===== src/rtl/fetch_pkg.sv =====
// Shared definitions for the instruction fetch unit: state encodings,
// the default reset PC and the layout of a buffered fetch entry.
package fetch_pkg;

  // Byte address of the first instruction fetched after reset
  localparam logic [31:0] DEFAULT_RESET_PC = 32'h0000_0000;

  // Fetch control states, kept as plain constants so older blocks can share them
  localparam logic [1:0] ST_RUN   = 2'd0;
  localparam logic [1:0] ST_HALT  = 2'd1;
  localparam logic [1:0] ST_FAULT = 2'd2;

  // Depth of the fetch buffer between fetch and decode
  localparam int unsigned BUF_DEPTH = 2;

  // One buffered fetch: the byte address together with the fetched word
  typedef struct packed {
    logic [31:0] pc;
    logic [31:0] instr;
  } fetch_entry_t;

  // A redirect target is usable only when it is word aligned
  function automatic logic is_word_aligned(input logic [31:0] addr);
    return (addr[1:0] == 2'b00);
  endfunction

endpackage


===== src/rtl/fetch_buffer.sv =====
// Two-entry FIFO holding {pc, instr} pairs between fetch and decode.
// A flush empties the buffer and wins over any push or pop in the same cycle.
module fetch_buffer
  import fetch_pkg::*;
(
  input  logic         clk,
  input  logic         rst,
  input  logic         push,
  input  logic         pop,
  input  logic         flush,
  input  fetch_entry_t push_data,
  output fetch_entry_t head_data,
  output logic [1:0]   count
);

  fetch_entry_t mem [BUF_DEPTH];
  logic         wr_ptr;
  logic         rd_ptr;
  logic [1:0]   count_q;
  logic         do_push;
  logic         do_pop;

  // Qualify requests so the buffer never underflows or overflows on its own
  always_comb begin
    do_pop  = pop && (count_q != 2'd0) && !flush;
    do_push = push && !flush && ((count_q != 2'd2) || do_pop);
  end

  // Pointer and occupancy bookkeeping; flush returns everything to empty
  always_ff @(posedge clk or posedge rst) begin
    if (rst) begin
      wr_ptr  <= 1'b0;
      rd_ptr  <= 1'b0;
      count_q <= 2'd0;
    end else if (flush) begin
      wr_ptr  <= 1'b0;
      rd_ptr  <= 1'b0;
      count_q <= 2'd0;
    end else begin
      if (do_push) begin
        wr_ptr <= ~wr_ptr;
      end
      if (do_pop) begin
        rd_ptr <= ~rd_ptr;
      end
      case ({do_push, do_pop})
        2'b10:   count_q <= count_q + 2'd1;
        2'b01:   count_q <= count_q - 2'd1;
        default: count_q <= count_q;
      endcase
    end
  end

  // Payload storage needs no reset; the head is only meaningful when count is non-zero
  always_ff @(posedge clk) begin
    if (do_push) begin
      mem[wr_ptr] <= push_data;
    end
  end

  assign head_data = mem[rd_ptr];
  assign count     = count_q;

endmodule


===== src/rtl/instruction_fetch_unit.sv =====
// Instruction fetch unit: walks a combinational instruction ROM from RESET_PC,
// buffers fetched words for decode, follows redirects, halts past the ROM end
// and latches a sticky fault on a misaligned redirect target.
module instruction_fetch_unit
  import fetch_pkg::*;
#(
  parameter logic [31:0] RESET_PC  = DEFAULT_RESET_PC,
  parameter int unsigned ROM_BYTES = 28
) (
  input  logic        clk_i,
  input  logic        rst_i,
  output logic [31:0] imem_addr_o,
  input  logic [31:0] imem_instr_i,
  output logic        instr_valid_o,
  input  logic        instr_ready_i,
  output logic [31:0] instr_o,
  output logic [31:0] pc_o,
  input  logic        redirect_i,
  input  logic [31:0] redirect_pc_i,
  output logic        halted_o,
  output logic        fault_o
);

  // Address of the last whole word inside the ROM
  localparam logic [31:0] LAST_PC = 32'(ROM_BYTES - 4);

  logic [1:0]   state_q;
  logic [1:0]   state_d;
  logic [31:0]  fetch_pc_q;
  logic [31:0]  fetch_pc_d;
  logic         push;
  logic         flush;
  logic         transfer;
  logic [1:0]   count;
  fetch_entry_t push_data;
  fetch_entry_t head_data;

  assign transfer    = instr_valid_o && instr_ready_i;
  assign imem_addr_o = fetch_pc_q;

  assign push_data.pc    = fetch_pc_q;
  assign push_data.instr = imem_instr_i;

  // Next-state logic: redirects take priority, then the ROM-end check, then fetching
  always_comb begin
    state_d    = state_q;
    fetch_pc_d = fetch_pc_q;
    push       = 1'b0;
    flush      = 1'b0;
    case (state_q)
      ST_RUN, ST_HALT: begin
        if (redirect_i) begin
          flush = 1'b1;
          if (is_word_aligned(redirect_pc_i)) begin
            fetch_pc_d = redirect_pc_i;
            state_d    = ST_RUN;
          end else begin
            state_d = ST_FAULT;
          end
        end else if (state_q == ST_RUN) begin
          if (fetch_pc_q > LAST_PC) begin
            state_d = ST_HALT;
          end else if ((count != 2'd2) || transfer) begin
            push       = 1'b1;
            fetch_pc_d = fetch_pc_q + 32'd4;
          end
        end
      end
      default: begin
        state_d = ST_FAULT;
      end
    endcase
  end

  // Fetch PC and control state registers
  always_ff @(posedge clk_i or posedge rst_i) begin
    if (rst_i) begin
      state_q    <= ST_RUN;
      fetch_pc_q <= RESET_PC;
    end else begin
      state_q    <= state_d;
      fetch_pc_q <= fetch_pc_d;
    end
  end

  // The head is consumed on every transfer; a simultaneous flush still empties the buffer
  fetch_buffer u_buffer (
    .clk       (clk_i),
    .rst       (rst_i),
    .push      (push),
    .pop       (transfer),
    .flush     (flush),
    .push_data (push_data),
    .head_data (head_data),
    .count     (count)
  );

  // Head outputs read as zero whenever the buffer is empty
  always_comb begin
    instr_valid_o = (count != 2'd0);
    instr_o       = instr_valid_o ? head_data.instr : 32'h0;
    pc_o          = instr_valid_o ? head_data.pc    : 32'h0;
    halted_o      = (state_q == ST_HALT) && (count == 2'd0);
    fault_o       = (state_q == ST_FAULT);
  end

endmodule


===== config.mk =====
export PLATFORM = sky130hd
export DESIGN_NAME = instruction_fetch_unit
export DESIGN_NICKNAME = d
export VERILOG_FILES = /design/src/rtl/fetch_pkg.sv /design/src/rtl/fetch_buffer.sv /design/src/rtl/instruction_fetch_unit.sv
export SDC_FILE = /design/constraint.sdc
export NUM_CORES = 1
export LEC_CHECK = 0
export ABC_CLOCK_PERIOD_IN_PS = 8550
export BUFFER_PORTS_ARGS = -buffer_cell sky130_fd_sc_hd__buf_2
export CAP_MARGIN = 5
export CORE_ASPECT_RATIO = 1.25
export CORE_MARGIN = 4
export CORE_UTILIZATION = 54
export CTS_BUF_LIST = sky130_fd_sc_hd__clkbuf_16
export CTS_CLUSTER_DIAMETER = 30
export DETAILED_ROUTE_END_ITERATION = 7
export GPL_ROUTABILITY_DRIVEN = 0
export GPL_TIMING_DRIVEN = 1
export PLACE_DENSITY = 0.9
export RECOVER_POWER = 50
export SYNTH_ARGS = -nofsm -noshare
export SYNTH_HDL_FRONTEND = slang
export SYNTH_HIERARCHICAL = 1
export SYNTH_SLANG_ARGS = --single-unit
export TNS_END_PERCENT = 50

===== constraint.sdc =====
create_clock -name clk_i -period 8.55 [get_ports clk_i]
set_input_delay 1.2825 -clock clk_i [delete_from_list [all_inputs] [get_ports clk_i]]
set_output_delay 1.2825 -clock clk_i [all_outputs]
set_load 0.03 [all_outputs]

; ---- Word level (Yosys, flattened, before mapping)
; Memories as Yosys holds them, arrays and structs flattened.
; Cells that the tools add are included.
[word_totals]
register_bits = 38
ramBits = 128
in_bits = 68
out_inout_bits = 99
elab_cells = 69
memories = 1
[classes]
n_addsub = 3
magnitude_cmp = 1
eq_ne = 9
n_mux = 27
bitwise = 2
n_reduce_logical = 21
[mem_list]
columns = name, depth, word_bits, read_ports, rd_clocked_by_memory_dff, wr, line
row1 = u_buffer.mem, 2, 64, 1, 0, 1, fetch_buffer.sv:16  ; fetch_entry_t mem [BUF_DEPTH];
[ops]
columns = op, count
row1 = 2-to-1 mux 32 bit, 7
row2 = adder 32 x 3 -> 32 bit (second input constant), 1
row3 = > comparator 32 x 5 -> 1 bit (second input constant), 1
row4 = 2-to-1 mux 1 bit, 13
row5 = 2-to-1 mux 2 bit, 6
row6 = nonzero test 2 bit, 5
row7 = logical AND 1 bit, 6
row8 = zero test 2 bit, 3
row9 = != test 3 bit (second input constant), 2
row10 = AND reduction 5 bit, 1
row11 = == test 2 x 1 -> 1 bit (second input constant), 2
row12 = == test 2 bit (second input constant), 2
row13 = != test 2 bit (second input constant), 2
row14 = one-hot mux 2 bit (2 select lines), 1
row15 = nonzero test 3 bit, 1
row16 = adder 2 x 1 -> 2 bit (second input constant), 1
row17 = logical OR 1 bit, 2
row18 = != test 2 x 1 -> 1 bit (second input constant), 1
row19 = inverter 1 bit, 2
row20 = AND reduction 2 bit, 1
row21 = OR reduction 2 bit, 1
row22 = subtractor 2 x 1 -> 2 bit (second input constant), 1
row23 = zero test 1 bit, 1

; ---- Logic depth before layout (Yosys ltp)
; Gate-level depths: netlist (run 1).
[logic_depth]
ltp_word = 13
ltp_mapped = 9
ltp_nobuf = 8

; ---- Hierarchy
; The synthesis (run 1) kept the hierarchy.
[by_module_without_submodules]
columns = module, n_inst, cells_each, area_each_um2, seq_area_each_um2
row1 = fetch_buffer, 1, 227, 4845.9, 3943.8
row2 = instruction_fetch_unit, 1, 271, 2207.1, 850.8

; ---- Least setup slack after synthesis (run 1)
; Ideal clock, no wire load.
[synth_timing]
path_kind = input to register
start = in instr_ready_i
end = mem u_buffer/mem[0][0] (netlist name), enable pin
setup_time_ps = 564
arrival_time_ps = 6333
required_time_ps = 7986
setup_slack_ps = 1652
path_stages = 6
n_path_buf = 1
cell_sequence = nor2_1 > a211o_1 > nor2_1 > buf_2 > nand2_1 > nor3_1
[synth_via]
elab_chain_cells = 11
elab_cells_between_ends = 14
classes_between = mux (7) / reduce/logical (7)
[synth_lines]
columns = element, line
row1 = start: declaration, instruction_fetch_unit.sv:15  ; input logic instr_ready_i,
row2 = logical AND 1 bit, instruction_fetch_unit.sv:38  ; assign transfer = instr_valid_o && instr_ready_i;
row3 = logical OR 1 bit, instruction_fetch_unit.sv:63  ; end else if ((count != 2'd2) || transfer) begin
row4 = 2-to-1 mux 1 bit, instruction_fetch_unit.sv:63
row5 = 2-to-1 mux 1 bit, instruction_fetch_unit.sv:61  ; if (fetch_pc_q > LAST_PC) begin
row6 = 2-to-1 mux 1 bit, instruction_fetch_unit.sv:60  ; end else if (state_q == ST_RUN) begin
row7 = 2-to-1 mux 1 bit, instruction_fetch_unit.sv:52  ; if (redirect_i) begin
row8 = 2-to-1 mux 1 bit, instruction_fetch_unit.sv:50  ; case (state_q)
row9 = via push, instruction_fetch_unit.sv:31  ; logic push;
row10 = logical AND 1 bit (2 in a row), fetch_buffer.sv:26  ; do_push = push && !flush && ((count_q != 2'd2) || do_pop);
row11 = 2-to-1 mux 1 bit, fetch_buffer.sv:56  ; if (do_push) begin
row12 = 2-to-1 mux 1 bit (implied by the code), fetch_buffer.sv:57  ; mem[wr_ptr] <= push_data;
row13 = end: declaration, fetch_buffer.sv:16
; The timed path passes the listed nets, and every way through them passes these cells.

; ---- Worst setup path in the final report (run 1)
[layout_timing]
start = in redirect_i
end = reg fetch_pc_q[3] (netlist: imem_addr_o[3])
[layout_via]
elab_chain_cells = 2
elab_cells_between_ends = 6
classes_between = eq/ne (2) / mux (1) / reduce/logical (3)
[layout_lines]
columns = element, line
row1 = start: declaration, instruction_fetch_unit.sv:18  ; input logic redirect_i,
row2 = != test 2 x 1 -> 1 bit (no line) (tied with other cells), --
row3 = AND reduction 5 bit (no line), --
row4 = end signal: assignment, instruction_fetch_unit.sv:82  ; fetch_pc_q <= fetch_pc_d;
row5 = end: declaration, instruction_fetch_unit.sv:29  ; logic [31:0] fetch_pc_q;
; Parallel ways exist; a longest one is shown, timed or not.
; A chain may end at the register's enable or synchronous reset.

==> summary.md, run 1 <==
• **fraction of layout instances using a drive strength above 1** 33.14%
• **required time of the worst setup path** 8.85 ns
• **total die area** 14970 um2
• **first-pass GRT wire length** 25260 um
• **Via-to-Cell Ratio** 5.601
• **sequential share of the synthesized area** 67.98%
• **floorplan row count** 46
• **worst-margin pin slew** 1.869 ns
• **reg-to-reg slack, setup** 5.22 ns
• **startpoint of the lowest-slack register-to-register path** imem_addr_o[2]$_DFFE_PP0P_
• **setup skew after layout** 0.009838 ns
• **combined area of all synthesized cells** 7053 um2
• **number of antenna violations at the first check in global routing** 0
• **most frequent cells in the layout** sky130_fd_sc_hd__edfxtp_1 (128), sky130_fd_sc_hd__buf_2 (111), sky130_fd_sc_hd__and2_1 (65)
• **Hold Fails Final Rpt** 0
• **Sequential Power Share** 48.1%
• **count of cells along the worst register-to-register path** 8
• **via count of the first global-routing pass** 4916
• **Critical Path End** imem_addr_o[3]$_DFFE_PP0P_
• **Post-synth EDFFs** 128
• **Reg-to-Reg End** u_buffer/mem[0][42]$_DFFE_PP_
• **depth of the CTS H-tree** 4
• **area share of the largest cell type after synthesis** 54.50%
• **count of cell types in the netlist** 52
• **final max-slew violation count** 35
• **die height** 135.8 um
• **buffers added on ports** 166
• **area added between synthesis and finish** 21.50%
• **hold buffer count at cts** 0
• **pin count of the biggest net entering global routing** 68
• **Post-CTS Setup Bufs** 0
• **buffer depth of the longest clock path** 2
• **number of CTS-inserted buffers** 17
• **achievable clock frequency** 250.0 MHz
• **wl on met1** 6271 um
• **switching power of the nets** 482.6 uW
• **WL final** 16240 um
• **ant diodes** 0
• **highest-delay cell along the critical path** sky130_fd_sc_hd__clkbuf_1
• **Critical Path, Cell by Cell** clkbuf_1 -> inv_1 -> nor2_1 -> nand2_2 -> o21ai_2 -> mux2_1
• **number of design rule violations left after detail routing** 0
• **Clk pwr share** 39.6%
• **total negative slack** 0 ns
• **Stages on worst setup path** 6
• **Global Route Usage Sum** 22.45%
• **status** complete, but fails checks
• **post-synthesis async set-or-reset flop share** 22.89%
• **Final Setup Violations** 0
• **post-route cell area** 8569 um2
• **1st-iter DRT viols** 418
• **Data arrival, critical path** 4.29 ns
• **largest area contributor in the netlist** sky130_fd_sc_hd__edfxtp_1
• **switching share of power** 24.90%
• **count of antenna-violating nets left after detailed routing** 0
• **warning count from the yosys run** 6
• **failing checks** max-capacitance violations, max-slew violations
• **net count of the mapped netlist** 568
• **post-CTS sizing** 0
• **most frequent standard cell in the layout excluding fill and tap cells** sky130_fd_sc_hd__edfxtp_1
• **number of filler cells placed in the layout** 910
• **fin crit period** 4.000 ns
• **cell internal power dissipation** 1.455 mW
• **period utilization** 46.78%
• **Top Family by Delay on Critical Path** buffers and inverters
• **CTS tree** built
• **area of the core region** 12720 um2
• **cell types with the largest area share after synthesis** sky130_fd_sc_hd__edfxtp_1 (54%), sky130_fd_sc_hd__dfrtp_1 (13%), sky130_fd_sc_hd__mux2_2 (10%), sky130_fd_sc_hd__and2_1 (5.8%), sky130_fd_sc_hd__nand2_1 (2.0%)
• **effective utilization at floorplan** 55.45%
• **Final nets** 736
• **Max Fanout on Critical Path** 22
• **synthesized area divided by synthesized cell count** 14.16 um2
• **Synth Flop Type** sky130_fd_sc_hd__edfxtp_1
• **RSZ-0062 raised after global routing** no
• **clk root buf** sky130_fd_sc_hd__clkbuf_16
• **#FFs+latches synth** 166
• **Pwr Total** 1.938 mW
• **TritonRoute pass-1 iters** 5
• **routed wl met3** 1287 um
• **floorplan die width** 110.2 um
• **CTS clock-pin slew for the worst setup and hold paths** 0.06 ns
• **critical path startpoint** redirect_i
• **max-capacitance violation count** 1
• **via total after detailed routing** 4744
• **Tightest Hold Check Type** flop to flop
• **Cell Area, Placed** 8046 um2
• **power density over the cells** 226.2 nW/um2
• **DPL Wire Length** 10980 um
• **WP buf/inv** 2
• **CP Launch Type** input pin
• **Max-Slew Margin vs Limit** -24.62%
• **met2 routed WL** 8292 um
• **number of instances in the synthesized netlist** 498
• **worst ir drop on vdd** 122.9 uV
• **topmost layer with routed signal wires** met4
• **critical setup path kind** input pin to flop
• **average detailed-routed wire length per instance** 19.17 um
• **Critical Path End Type** flop
• **number of sinks handled by clock tree synthesis** 166
• **I/O pin count** 167
• **Gate power share** 12.4%
• **critical path's largest stage delay** 0.67 ns
• **sum of overflow across all layers after global routing** 0
• **Clock Latency Late Sink** 0.41 ns
• **Leak** 3.394 nW
final cells by class:
| cell class | instances | area (um2) | area share [%] |
|---|---|---|---|
| sequential | 166 | 4796 | 55.96 |
| tap | 168 | 210.2 | 2.453 |
| multi-input combinational | 299 | 2125 | 24.79 |
| clock buffer | 17 | 425.4 | 4.964 |
| clock inverter | 15 | 180.2 | 2.102 |
| timing repair buffer | 171 | 792.0 | 9.242 |
| inverter | 11 | 41.29 | 0.4818 |
power by group through the flow:
stage | Sequential, mW | Clock (mW) | Combinational (mW)
detailed placement | 0.947 | 0 | 0.245
finish | 0.931 | 0.767 | 0.240
global route | 0.935 | 0.814 | 0.257
CTS | 0.931 | 0.778 | 0.246
floorplan | 0.950 | 0 | 0.170
global placement | 0.946 | 0 | 0.238
worst min-delay path by stage:
stage | cells after the start | start | to | slack [ns]
6_report | 0 | imem_addr_o[0]$_DFFE_PP0P_ | u_buffer/mem[1][32]$_DFFE_PP_ | 0.54
5_1_grt | 0 | imem_addr_o[0]$_DFFE_PP0P_ | u_buffer/mem[0][32]$_DFFE_PP_ | 0.56
4_1_cts | 0 | imem_addr_o[0]$_DFFE_PP0P_ | u_buffer/mem[1][32]$_DFFE_PP_ | 0.54
3_5_place_dp | 0 | imem_addr_o[0]$_DFFE_PP0P_ | u_buffer/mem[1][32]$_DFFE_PP_ | 0.52
3_3_place_gp | 0 | imem_addr_o[0]$_DFFE_PP0P_ | u_buffer/mem[0][32]$_DFFE_PP_ | 0.50
2_1_floorplan | 1 | state_q[1]$_DFFE_PP0P_ | state_q[0]$_DFFE_PP0P_ | 0.50
metrics by stage:
stage	worst slack (ns)	hold slack (ns)	utilization, %	cells
6_report	4.550	0.5383	67.37	847
5_1_grt	4.335	0.5599	67.37	847
4_1_cts	4.725	0.5389	68.02	847
3_5_place_dp	4.896	0.5222	63.26	815
3_3_place_gp	4.999	0.5025	63.26	815
2_1_floorplan	1.652	0.5001	-	498
registers in the layout, indices dropped and copies added (netlist names):
name	flops
u_buffer/count	2
u_buffer/wr_ptr	1
imem_addr_o	32
u_buffer/rd_ptr	1
u_buffer/mem	128
state_q	2
per-layer routing:
layer  track usage (%)  vias to the layer above
met3             5.961                       35
li1                  -                     2167
met1             26.67                     2316
met2             38.80                      226
met4             8.350                        0
met5                 0                        -
synthesized netlist by cell type (2+ instances only):
| master | count |
|---|---|
| sky130_fd_sc_hd__edfxtp_1 | 128 |
| sky130_fd_sc_hd__and2_1 | 65 |
| sky130_fd_sc_hd__mux2_2 | 64 |
| sky130_fd_sc_hd__dfrtp_1 | 38 |
| sky130_fd_sc_hd__nand2_1 | 38 |
| sky130_fd_sc_hd__nor2_1 | 19 |
| sky130_fd_sc_hd__a21oi_1 | 17 |
| sky130_fd_sc_hd__nor4_1 | 13 |
| sky130_fd_sc_hd__nand3_1 | 11 |
| sky130_fd_sc_hd__buf_2 | 10 |
| sky130_fd_sc_hd__clkbuf_1 | 10 |
| sky130_fd_sc_hd__inv_1 | 10 |
| sky130_fd_sc_hd__nand4_1 | 7 |
| sky130_fd_sc_hd__nor3_1 | 5 |
| sky130_fd_sc_hd__o21ai_0 | 5 |
| sky130_fd_sc_hd__mux2i_1 | 4 |
| sky130_fd_sc_hd__nor2b_1 | 4 |
| sky130_fd_sc_hd__o21ai_1 | 4 |
| sky130_fd_sc_hd__nor3b_1 | 3 |
| sky130_fd_sc_hd__o21a_1 | 3 |
| sky130_fd_sc_hd__a21oi_2 | 2 |
| sky130_fd_sc_hd__ha_1 | 2 |
| sky130_fd_sc_hd__o22a_1 | 2 |
| sky130_fd_sc_hd__o22ai_1 | 2 |
| sky130_fd_sc_hd__o32ai_1 | 2 |
| sky130_fd_sc_hd__or2_2 | 2 |
| sky130_fd_sc_hd__or3_1 | 2 |
| sky130_fd_sc_hd__xor2_1 | 2 |
kinds of logic (layout without fill, tap and decap cells):
family | after synthesis | count (layout) | synth area share (%)
buffers and inverters | 33 | 214 | 1.987
adder cells (fa/ha/maj) | 2 | 2 | 0.3547
multiplexers | 69 | 69 | 10.95
AND/OR/NAND/NOR | 179 | 179 | 14.03
XOR/XNOR | 2 | 2 | 0.2484
AO/OA/AOI/OAI | 47 | 47 | 4.453
flip-flops | 166 | 166 | 67.98
No activity file was read; power rests on OpenSTA's default activity.
==> run 2: changes to the inputs <==
--- a/config.mk
+++ b/config.mk
@@ -5,18 +5,19 @@
 export SDC_FILE = /design/constraint.sdc
 export NUM_CORES = 1
 export LEC_CHECK = 0
-export ABC_CLOCK_PERIOD_IN_PS = 8550
+export ABC_AREA = 1
+export ABC_CLOCK_PERIOD_IN_PS = 3400
 export BUFFER_PORTS_ARGS = -buffer_cell sky130_fd_sc_hd__buf_2
 export CAP_MARGIN = 5
 export CORE_ASPECT_RATIO = 1.25
 export CORE_MARGIN = 4
-export CORE_UTILIZATION = 54
+export CORE_UTILIZATION = 50
 export CTS_BUF_LIST = sky130_fd_sc_hd__clkbuf_16
 export CTS_CLUSTER_DIAMETER = 30
 export DETAILED_ROUTE_END_ITERATION = 7
 export GPL_ROUTABILITY_DRIVEN = 0
 export GPL_TIMING_DRIVEN = 1
-export PLACE_DENSITY = 0.9
+export PLACE_DENSITY = 0.87
 export RECOVER_POWER = 50
 export SYNTH_ARGS = -nofsm -noshare
 export SYNTH_HDL_FRONTEND = slang
==> constraint.sdc (replaced) <==
create_clock -name clk_i -period 3.4 [get_ports clk_i]
set_input_delay 0.51 -clock clk_i [delete_from_list [all_inputs] [get_ports clk_i]]
set_output_delay 0.51 -clock clk_i [all_outputs]
set_load 0.03 [all_outputs]
==> summary.md, run 2 <==
• **count of antenna-violating nets left after detailed routing** 0, unchanged
• **total negative slack** 0 ns, unchanged
• **Critical Path End Type** flop, unchanged
• **sequential share of the synthesized area** 60.12%, was 67.98%
• **register with the most flip-flops** u_buffer/mem, unchanged
• **met1 usage in global routing** 27.94%, was 26.67%
• **average detailed-routed wire length per instance** 15.42 um, was 19.17 um
• **Critical Path, Cell by Cell** inv_1 -> ha_1 -> nand3_1 -> nand3_1 -> nand2_1 -> nor2_1 -> nand4_4 -> inv_1 -> o211ai_1 -> nor2_4 -> buf_12, was clkbuf_1 -> inv_1 -> nor2_1 -> nand2_2 -> o21ai_2 -> mux2_1
• **CTS clock-pin slew for the worst setup and hold paths** 0.07 ns, was 0.06 ns
• **failing checks** max-capacitance violations, max-slew violations, unchanged
• **area of the core region** 15630 um2, was 12720 um2
• **critical path's largest stage delay** 0.62 ns, was 0.67 ns
• **most frequent cells in the layout** sky130_fd_sc_hd__nand2_1 (386), sky130_fd_sc_hd__nor2_1 (141), sky130_fd_sc_hd__edfxtp_1 (128), was sky130_fd_sc_hd__edfxtp_1 (128), sky130_fd_sc_hd__buf_2 (111), sky130_fd_sc_hd__and2_1 (65)
• **critical path startpoint** imem_addr_o[2]$_DFFE_PP0P_, was redirect_i
• **floorplan die width** 121.0 um, was 110.2 um
• **pin count of the biggest net entering global routing** 66, was 68
• **fraction of layout instances using a drive strength above 1** 14.50%, was 33.14%
• **Stages on worst setup path** 11, was 6
• **critical setup path kind** flop to flop, was input pin to flop
• **reg-to-reg slack, setup** 0.51 ns, was 5.22 ns
• **combined area of all synthesized cells** 7975 um2, was 7053 um2
• **depth of the CTS H-tree** 4, unchanged
• **#FFs+latches synth** 166, unchanged
• **effective utilization at floorplan** 51.01%, was 55.45%
• **buffer depth of the longest clock path** 2, unchanged
• **Pwr Total** 4.374 mW, was 1.938 mW
• **global-route met2 utilization** 38.47%, was 38.80%
• **cell types with the largest area share after synthesis** sky130_fd_sc_hd__edfxtp_1 (48%), sky130_fd_sc_hd__nand2_1 (18%), sky130_fd_sc_hd__dfrtp_1 (12%), sky130_fd_sc_hd__nor2_1 (6.7%), sky130_fd_sc_hd__inv_1 (5.0%), was sky130_fd_sc_hd__edfxtp_1 (54%), sky130_fd_sc_hd__dfrtp_1 (13%), sky130_fd_sc_hd__mux2_2 (10%), sky130_fd_sc_hd__and2_1 (5.8%), sky130_fd_sc_hd__nand2_1 (2.0%)
• **number of instances in the synthesized netlist** 940, was 498
• **count of cell types in the netlist** 32, was 52
• **met3 Use GR** 5.273%, was 5.961%
• **area added between synthesis and finish** 19.96%, was 21.50%
• **clk root buf** sky130_fd_sc_hd__clkbuf_16, unchanged
• **CTS tree** built, unchanged
• **WP buf/inv** 3, was 2
• **I/O pin count** 167, unchanged
• **Critical Path End** u_buffer/mem[0][51]$_DFFE_PP_, was imem_addr_o[3]$_DFFE_PP0P_
• **max-capacitance violation count** 1, unchanged
• **largest area contributor in the netlist** sky130_fd_sc_hd__edfxtp_1, unchanged
• **RSZ-0062 raised after global routing** no, unchanged
• **floorplan row count** 51, was 46
• **Global Route Usage Sum** 23.00%, was 22.45%
• **required time of the worst setup path** 3.52 ns, was 8.85 ns
• **Data arrival, critical path** 3.01 ns, was 4.29 ns
• **Final nets** 1174, was 736
• **worst ir drop on vdd** 313.9 uV, was 122.9 uV
• **warning count from the yosys run** 6, unchanged
• **1st-iter DRT viols** 649, was 418
• **period utilization** 85.01%
• **flip-flop count of the largest register after layout** 128, unchanged
• **area share of the largest cell type after synthesis** 48.20%, was 54.50%
• **status** complete, but fails checks, unchanged
• **Leak** 4.537 nW, was 3.394 nW
• **total die area** 18050 um2, was 14970 um2
• **Post-synth EDFFs** 128, unchanged
• **Hold Fails Final Rpt** 0, unchanged
• **TritonRoute pass-1 iters** 5, unchanged
• **most frequent standard cell in the layout excluding fill and tap cells** sky130_fd_sc_hd__nand2_1, was sky130_fd_sc_hd__edfxtp_1
• **fin crit period** 2.891 ns
• **Top Family by Delay on Critical Path** simple AND/OR/NAND/NOR gates, was buffers and inverters
• **CP Launch Type** flop, was input pin
• **buffers added on ports** 166, unchanged
• **achievable clock frequency** 346.0 MHz
• **most utilized layer in the global route result** met2, unchanged
• **DPL Wire Length** 14230 um, was 10980 um
• **first-pass GRT wire length** 32250 um, was 25260 um
• **Max Fanout on Critical Path** 25, was 22
• **number of antenna violations at the first check in global routing** 0, unchanged
• **Final Setup Violations** 0, unchanged
• **final max-slew violation count** 35, unchanged
• **net count of the mapped netlist** 1010, was 568
• **setup skew after layout** 0.01109 ns, was 0.009838 ns
• **Via-to-Cell Ratio** 5.020, was 5.601
• **number of design rule violations left after detail routing** 0, unchanged
• **Tightest Hold Check Type** input pin to flop, was flop to flop
• **synthesized area divided by synthesized cell count** 8.484 um2, was 14.16 um2
• **via count of the first global-routing pass** 6500, was 4916
• **number of sinks handled by clock tree synthesis** 166, unchanged
• **ant diodes** 0, unchanged
• **highest-delay cell along the critical path** sky130_fd_sc_hd__nor2_4, was sky130_fd_sc_hd__clkbuf_1
• **Synth Flop Type** sky130_fd_sc_hd__edfxtp_1, unchanged
• **number of CTS-inserted buffers** 17, unchanged
• **Max-Slew Margin vs Limit** -33.35%, was -24.62%
• **count of cells along the worst register-to-register path** 11, was 8
• **startpoint of the lowest-slack register-to-register path** imem_addr_o[2]$_DFFE_PP0P_, unchanged
• **Reg-to-Reg End** u_buffer/mem[0][51]$_DFFE_PP_, was u_buffer/mem[0][42]$_DFFE_PP_
• **worst-margin pin slew** 2.000 ns, was 1.869 ns
• **most common cell in the synthesized netlist** sky130_fd_sc_hd__nand2_1, was sky130_fd_sc_hd__edfxtp_1
• **Min Hold Slack** 0.2787 ns, was 0.5383 ns
• **Clock Latency Late Sink** 0.42 ns, was 0.41 ns
• **power density over the cells** 457.2 nW/um2, was 226.2 nW/um2
• **die height** 149.2 um, was 135.8 um
• **via total after detailed routing** 6672, was 4744
• **post-synthesis async set-or-reset flop share** 22.89%, unchanged
• **sum of overflow across all layers after global routing** 0, unchanged
• **most common library cells after synthesis** sky130_fd_sc_hd__nand2_1 (384), sky130_fd_sc_hd__nor2_1 (143), sky130_fd_sc_hd__edfxtp_1 (128), was sky130_fd_sc_hd__edfxtp_1 (128), sky130_fd_sc_hd__and2_1 (65), sky130_fd_sc_hd__mux2_2 (64)
• **post-CTS sizing** 0, unchanged
• **WL final** 20490 um, was 16240 um
==> run 2: cell count changes after synthesis, moves of 37 or more <==
cell / change
sky130_fd_sc_hd__nand2_1: +346
sky130_fd_sc_hd__nor2_1: +124
sky130_fd_sc_hd__inv_1: +96
sky130_fd_sc_hd__and2_1: -65
sky130_fd_sc_hd__mux2_2: -64
sky130_fd_sc_hd__nand3_1: +37
==> run 2: worst min path at each step <==
stage                          start                       endpoint  slack [ns]  depth (start not counted)
floorplan                      rst_i  u_buffer/count[0]$_DFFE_PP0P_        0.28                          1
global placement               rst_i  u_buffer/count[0]$_DFFE_PP0P_        0.43                          2
detailed placement             rst_i  u_buffer/count[0]$_DFFE_PP0P_        0.43                          2
CTS                 imem_instr_i[29]  u_buffer/mem[0][29]$_DFFE_PP_        0.27                          1
global route        imem_instr_i[29]  u_buffer/mem[0][29]$_DFFE_PP_        0.26                          1
finish              imem_instr_i[29]  u_buffer/mem[0][29]$_DFFE_PP_        0.28                          1
==> run 2: layout make-up <==
class,count,area [um2]
Clock buffer,17,425.4
Clock inverter,15,177.7
Fill cell,1282,6067
Inverter,111,430.4
Multi-Input combinational cell,628,2585
Sequential cell,166,4796
Tap cell,212,265.3
Timing Repair Buffer,180,887.1
==> run 2: metrics by stage <==
stage	cells	setup slack (ns)	instance area, um2	util (%)
CTS	1329	0.6916	9673	61.87
floorplan	940	-0.4037	7980	-
global placement	1296	0.8257	9060	57.95
finish	1329	0.5095	9567	61.19
global route	1329	0.2971	9567	61.19
detailed placement	1296	0.7447	9060	57.95
==> run 2: what timing repair did <==
action	4_1_cts	5_1_grt
endpoints found under the hold margin	4	0
hold buffers	1	0
buffers inserted	0	0
endpoints found under the setup margin	0	0
==> run 2: per-layer routing <==
metal | vias up | wire (um)
met3 | 58 | 1483
li1 | 3271 | -
met5 | - | 0
met2 | 326 | 10040
met4 | 0 | 889
met1 | 3017 | 8080
==> run 2: kinds of logic (layout without fill, tap and decap cells) <==
group	after synthesis	count (layout)	synth area share [%]
buffers and inverters	146	323	7.531
adders and majority gates	2	2	0.3137
AOI/OAI and AO/OA	34	34	2.479
DFF	166	166	60.12
and+or+nand+nor	590	590	29.34
xor gates and xnor gates	2	2	0.2197
==> run 2: where the power goes <==
group | total, mW | internal [mW] | switching, mW
logic | 0.207 | 0.0660 | 0.141
registers | 2.21 | 2.19 | 0.0204
clock network | 1.96 | 1.16 | 0.795
==> run 3: changes to the inputs <==
--- a/config.mk
+++ b/config.mk
@@ -11,16 +11,15 @@
 export CAP_MARGIN = 5
 export CORE_ASPECT_RATIO = 1.25
 export CORE_MARGIN = 4
-export CORE_UTILIZATION = 50
+export CORE_UTILIZATION = 49
 export CTS_BUF_LIST = sky130_fd_sc_hd__clkbuf_16
 export CTS_CLUSTER_DIAMETER = 30
 export DETAILED_ROUTE_END_ITERATION = 7
 export GPL_ROUTABILITY_DRIVEN = 0
 export GPL_TIMING_DRIVEN = 1
-export PLACE_DENSITY = 0.87
+export PLACE_DENSITY = 0.86
 export RECOVER_POWER = 50
 export SYNTH_ARGS = -nofsm -noshare
 export SYNTH_HDL_FRONTEND = slang
-export SYNTH_HIERARCHICAL = 1
 export SYNTH_SLANG_ARGS = --single-unit
 export TNS_END_PERCENT = 50
==> summary.md, run 3 <==
• **Max-Slew Margin vs Limit** 25.50%, was -33.35%
• **floorplan row count** 49, was 51
• **area of the core region** 14590 um2, was 15630 um2
• **hold buffer count at cts** 0, was 1
• **clk root buf** sky130_fd_sc_hd__clkbuf_16, unchanged
• **largest area contributor in the netlist** sky130_fd_sc_hd__edfxtp_1, unchanged
• **WL final** 19440 um, was 20490 um
• **Hold Fails Final Rpt** 0, unchanged
• **highest-delay cell along the critical path** sky130_fd_sc_hd__nor2_2, was sky130_fd_sc_hd__nor2_4
• **via count of the first global-routing pass** 5921, was 6500
• **area share of the largest cell type after synthesis** 52.06%, was 48.20%
• **cell types with the largest area share after synthesis** sky130_fd_sc_hd__edfxtp_1 (52%), sky130_fd_sc_hd__dfrtp_1 (13%), sky130_fd_sc_hd__nand2_1 (12%), sky130_fd_sc_hd__a21oi_1 (5.3%), sky130_fd_sc_hd__nor2_1 (3.6%), was sky130_fd_sc_hd__edfxtp_1 (48%), sky130_fd_sc_hd__nand2_1 (18%), sky130_fd_sc_hd__dfrtp_1 (12%), sky130_fd_sc_hd__nor2_1 (6.7%), sky130_fd_sc_hd__inv_1 (5.0%)
• **most frequent cells in the layout** sky130_fd_sc_hd__nand2_1 (230), sky130_fd_sc_hd__edfxtp_1 (128), sky130_fd_sc_hd__buf_2 (116), was sky130_fd_sc_hd__nand2_1 (386), sky130_fd_sc_hd__nor2_1 (141), sky130_fd_sc_hd__edfxtp_1 (128)
• **post-synthesis async set-or-reset flop share** 22.89%, unchanged
• **critical setup path kind** flop to primary output, was flop to flop
• **worst ir drop on vdd** 340.0 uV, was 313.9 uV
• **main combinational cell family by area after synthesis** simple AND/OR/NAND/NOR gates, unchanged
• **achievable clock frequency** 354.4 MHz, was 346.0 MHz
• **CTS clock-pin slew for the worst setup and hold paths** 0.07 ns, about the same
• **post-route cell area** 8907 um2, was 9567 um2
• **Top Family by Delay on Critical Path** simple AND/OR/NAND/NOR gates, unchanged
• **Max Fanout on Critical Path** 44, was 25
• **I/O pin count** 167, unchanged
• **Post-CTS Setup Bufs** 0, unchanged
• **power density over the cells** 700.0 nW/um2, was 457.2 nW/um2
• **via total after detailed routing** 6043, was 6672
• **number of antenna violations at the first check in global routing** 0, unchanged
• **number of instances in the synthesized netlist** 742, was 940
• **CTS tree** built, unchanged
• **worst-margin pin slew** 1.118 ns, was 2.000 ns
• **status** finished clean, was complete, but fails checks
• **Critical Path, Cell by Cell** nor2_2 -> buf_12 -> a21oi_1 -> buf_2, was inv_1 -> ha_1 -> nand3_1 -> nand3_1 -> nand2_1 -> nor2_1 -> nand4_4 -> inv_1 -> o211ai_1 -> nor2_4 -> buf_12
• **worst slack at placement** 1.050 ns, was 0.7447 ns
• **critical path's largest stage delay** 0.84 ns, was 0.62 ns
• **buffer depth of the longest clock path** 2, unchanged
• **setup skew after layout** 0.01037 ns, was 0.01109 ns
• **synthesized area divided by synthesized cell count** 9.951 um2, was 8.484 um2
• **DPL Wire Length** 12830 um, was 14230 um
• **Critical Path End Type** primary output, was flop
• **floorplan die width** 117.8 um, was 121.0 um
• **register with the most flip-flops** u_buffer.mem, was u_buffer/mem
• **depth of the CTS H-tree** 4, unchanged
• **average detailed-routed wire length per instance** 17.78 um, was 15.42 um
• **Tightest Hold Check Type** input pin to async pin, was input pin to flop
• **fin crit period** 2.821 ns, was 2.891 ns
• **most frequent standard cell in the layout excluding fill and tap cells** sky130_fd_sc_hd__nand2_1, unchanged
• **most common cell in the synthesized netlist** sky130_fd_sc_hd__nand2_1, unchanged
• **Final nets** 972, was 1174
• **pin count of the biggest net entering global routing** 65, was 66
• **RSZ-0062 raised after global routing** no, unchanged
• **Global Route Usage Sum** 22.54%, was 23.00%
• **synthesized-area fraction occupied by ao, oa, aoi and oai cells** 8.914%, was 2.479%
• **Cell Area, Placed** 8403 um2, was 9060 um2
• **max-capacitance violation count** 0, was 1
• **final cell count without fillers** 1093, was 1329
• **Pwr Total** 6.235 mW, was 4.374 mW
• **Via-to-Cell Ratio** 5.529, was 5.020
• **combined area of all synthesized cells** 7383 um2, was 7975 um2
• **final max-slew violation count** 0, was 35
• **Clock Latency Late Sink** 0.42 ns, about the same
• **Leak** 3.643 nW, was 4.537 nW
• **CP Launch Type** flop, unchanged
• **post-synthesis xor/xnor area fraction** 0.3559%, was 0.2196%
• **ant diodes** 0, unchanged
• **TritonRoute pass-1 iters** 5, unchanged
• **net count of the mapped netlist** 812, was 1010
• **number of CTS-inserted buffers** 17, unchanged
• **sum of overflow across all layers after global routing** 0, unchanged
• **simple logic cell fraction of the synthesized area** 20.84%, was 29.34%
• **Min Hold Slack** 0.2341 ns, was 0.2787 ns
• **period utilization** 82.98%, was 85.01%
• **placed cells** 1061, was 1296
• **Final Setup Violations** 0, unchanged
• **1st-iter DRT viols** 593, was 649
• **post-synthesis mux area share** 0%, unchanged
• **WP buf/inv** 2, was 3
• **first-pass GRT wire length** 30790 um, was 32250 um
• **Post-synth EDFFs** 128, unchanged
• **fraction of layout instances using a drive strength above 1** 18.03%, was 14.50%
• **most common library cells after synthesis** sky130_fd_sc_hd__nand2_1 (229), sky130_fd_sc_hd__edfxtp_1 (128), sky130_fd_sc_hd__a21oi_1 (78), was sky130_fd_sc_hd__nand2_1 (384), sky130_fd_sc_hd__nor2_1 (143), sky130_fd_sc_hd__edfxtp_1 (128)
• **number of sinks handled by clock tree synthesis** 166, unchanged
• **warning count from the yosys run** 0, was 6
• **area added between synthesis and finish** 20.64%, was 19.96%
• **buffers added on ports** 166, unchanged
• **Synth Flop Type** sky130_fd_sc_hd__edfxtp_1, unchanged
• **required time of the worst setup path** 2.89 ns, was 3.52 ns
• **flip-flop count of the largest register after layout** 128, unchanged
• **total die area** 17110 um2, was 18050 um2
• **sequential share of the synthesized area** 64.94%, was 60.12%
• **die height** 145.2 um, was 149.2 um
• **share of synthesized cell area in full adder, half adder and majority cells** 0.3389%, was 0.3138%
• **count of cell types in the netlist** 35, was 32
• **Final WS setup** 0.5787 ns, was 0.5095 ns
• **#FFs+latches synth** 166, unchanged
• **count of antenna-violating nets left after detailed routing** 0, unchanged
• **number of design rule violations left after detail routing** 0, unchanged
• **post-CTS sizing** 0, unchanged
• **Data arrival, critical path** 2.31 ns, was 3.01 ns
• **effective utilization at floorplan** 50.60%, was 51.01%
-- run 3: changes by cell type after synthesis, moves of 12 or more --
cell / delta
sky130_fd_sc_hd__buf_2: -12
sky130_fd_sc_hd__nand2_1: -155
sky130_fd_sc_hd__nor2_1: -72
sky130_fd_sc_hd__nor3_1: +14
sky130_fd_sc_hd__a21oi_1: +67
sky130_fd_sc_hd__inv_1: -62
-- run 3: report_power, final --
part	switching [mW]	leakage, nW	internal, mW
Clock	0.833	0.292	1.10
Combinational	1.52	1.70	0.510
Sequential	0.0542	1.65	2.22
Total	2.40	3.64	3.83
-- run 3: path summary, 6_finish.rpt --
| kind | from | end | slack (ns) | cells past startpoint |
|---|---|---|---|---|
| max in group asynchronous | rst_i | u_buffer.rd_ptr$_DFFE_PP0P_ | 1.61 | 3 |
| min in group clk_i | imem_instr_i[9] | u_buffer.mem[1][9]$_DFFE_PP_ | 0.28 | 1 |
| worst min register to register | imem_addr_o[0]$_DFFE_PP0P_ | u_buffer.mem[0][32]$_DFFE_PP_ | 0.52 | 0 |
| worst min-delay path | rst_i | imem_addr_o[26]$_DFFE_PP0P_ | 0.23 | 2 |
| worst max-delay path | u_buffer.count[1]$_DFFE_PP0P_ | pc_o[19] | 0.58 | 4 |
| worst max register to register | imem_addr_o[2]$_DFFE_PP0P_ | imem_addr_o[2]$_DFFE_PP0P_ | 0.71 | 9 |
-- run 3: kinds of logic (layout without fill, tap and decap cells) --
family | count (synthesis) | after routing
flops | 166 | 166
xor+xnor | 3 | 3
compound gates | 120 | 120
buf+inv | 79 | 252
simple gates | 372 | 372
fa+ha+maj | 2 | 2
-- run 3: routing by layer --
layer	routed length (um)	track usage, %	part of all wire (%)	up-vias
met2	9831	39.19	51	316
li1	-	-	-	2850
met3	1206	5.138	6.2	55
met5	0	0	0	-
met4	631	9.091	3.2	0
met1	7765	27.15	40	2822
-- run 3: worst register-to-register path: stages (launching register included) --
cell	delay, ns
sky130_fd_sc_hd__dfrtp_1	0.47
sky130_fd_sc_hd__inv_1	0.13
sky130_fd_sc_hd__ha_1	0.16
sky130_fd_sc_hd__nand3_1	0.08
sky130_fd_sc_hd__nand2_1	0.10
sky130_fd_sc_hd__nand3_1	0.13
sky130_fd_sc_hd__nor2_1	0.26
sky130_fd_sc_hd__nand3_4	0.30
sky130_fd_sc_hd__nand2_2	0.66
sky130_fd_sc_hd__o21ai_0	0.23
-- run 3: layout make-up --
class | instances | area (um2)
well taps | 178 | 222.7
fillers | 1211 | 5684
inverters | 46 | 172.7
flip-flops and latches | 166 | 4796
multi-input cells | 497 | 2246
clock buffers | 17 | 425.4
repair buffers | 174 | 874.6
clock inverters | 15 | 170.2
-- run 3: stage by stage --
step	TNS [ns]	utilization [%]
floorplan	-29.89	-
global placement	0	57.59
detailed placement	0	57.59
CTS	0	61.67
global route	0	61.04
finish	0	61.04
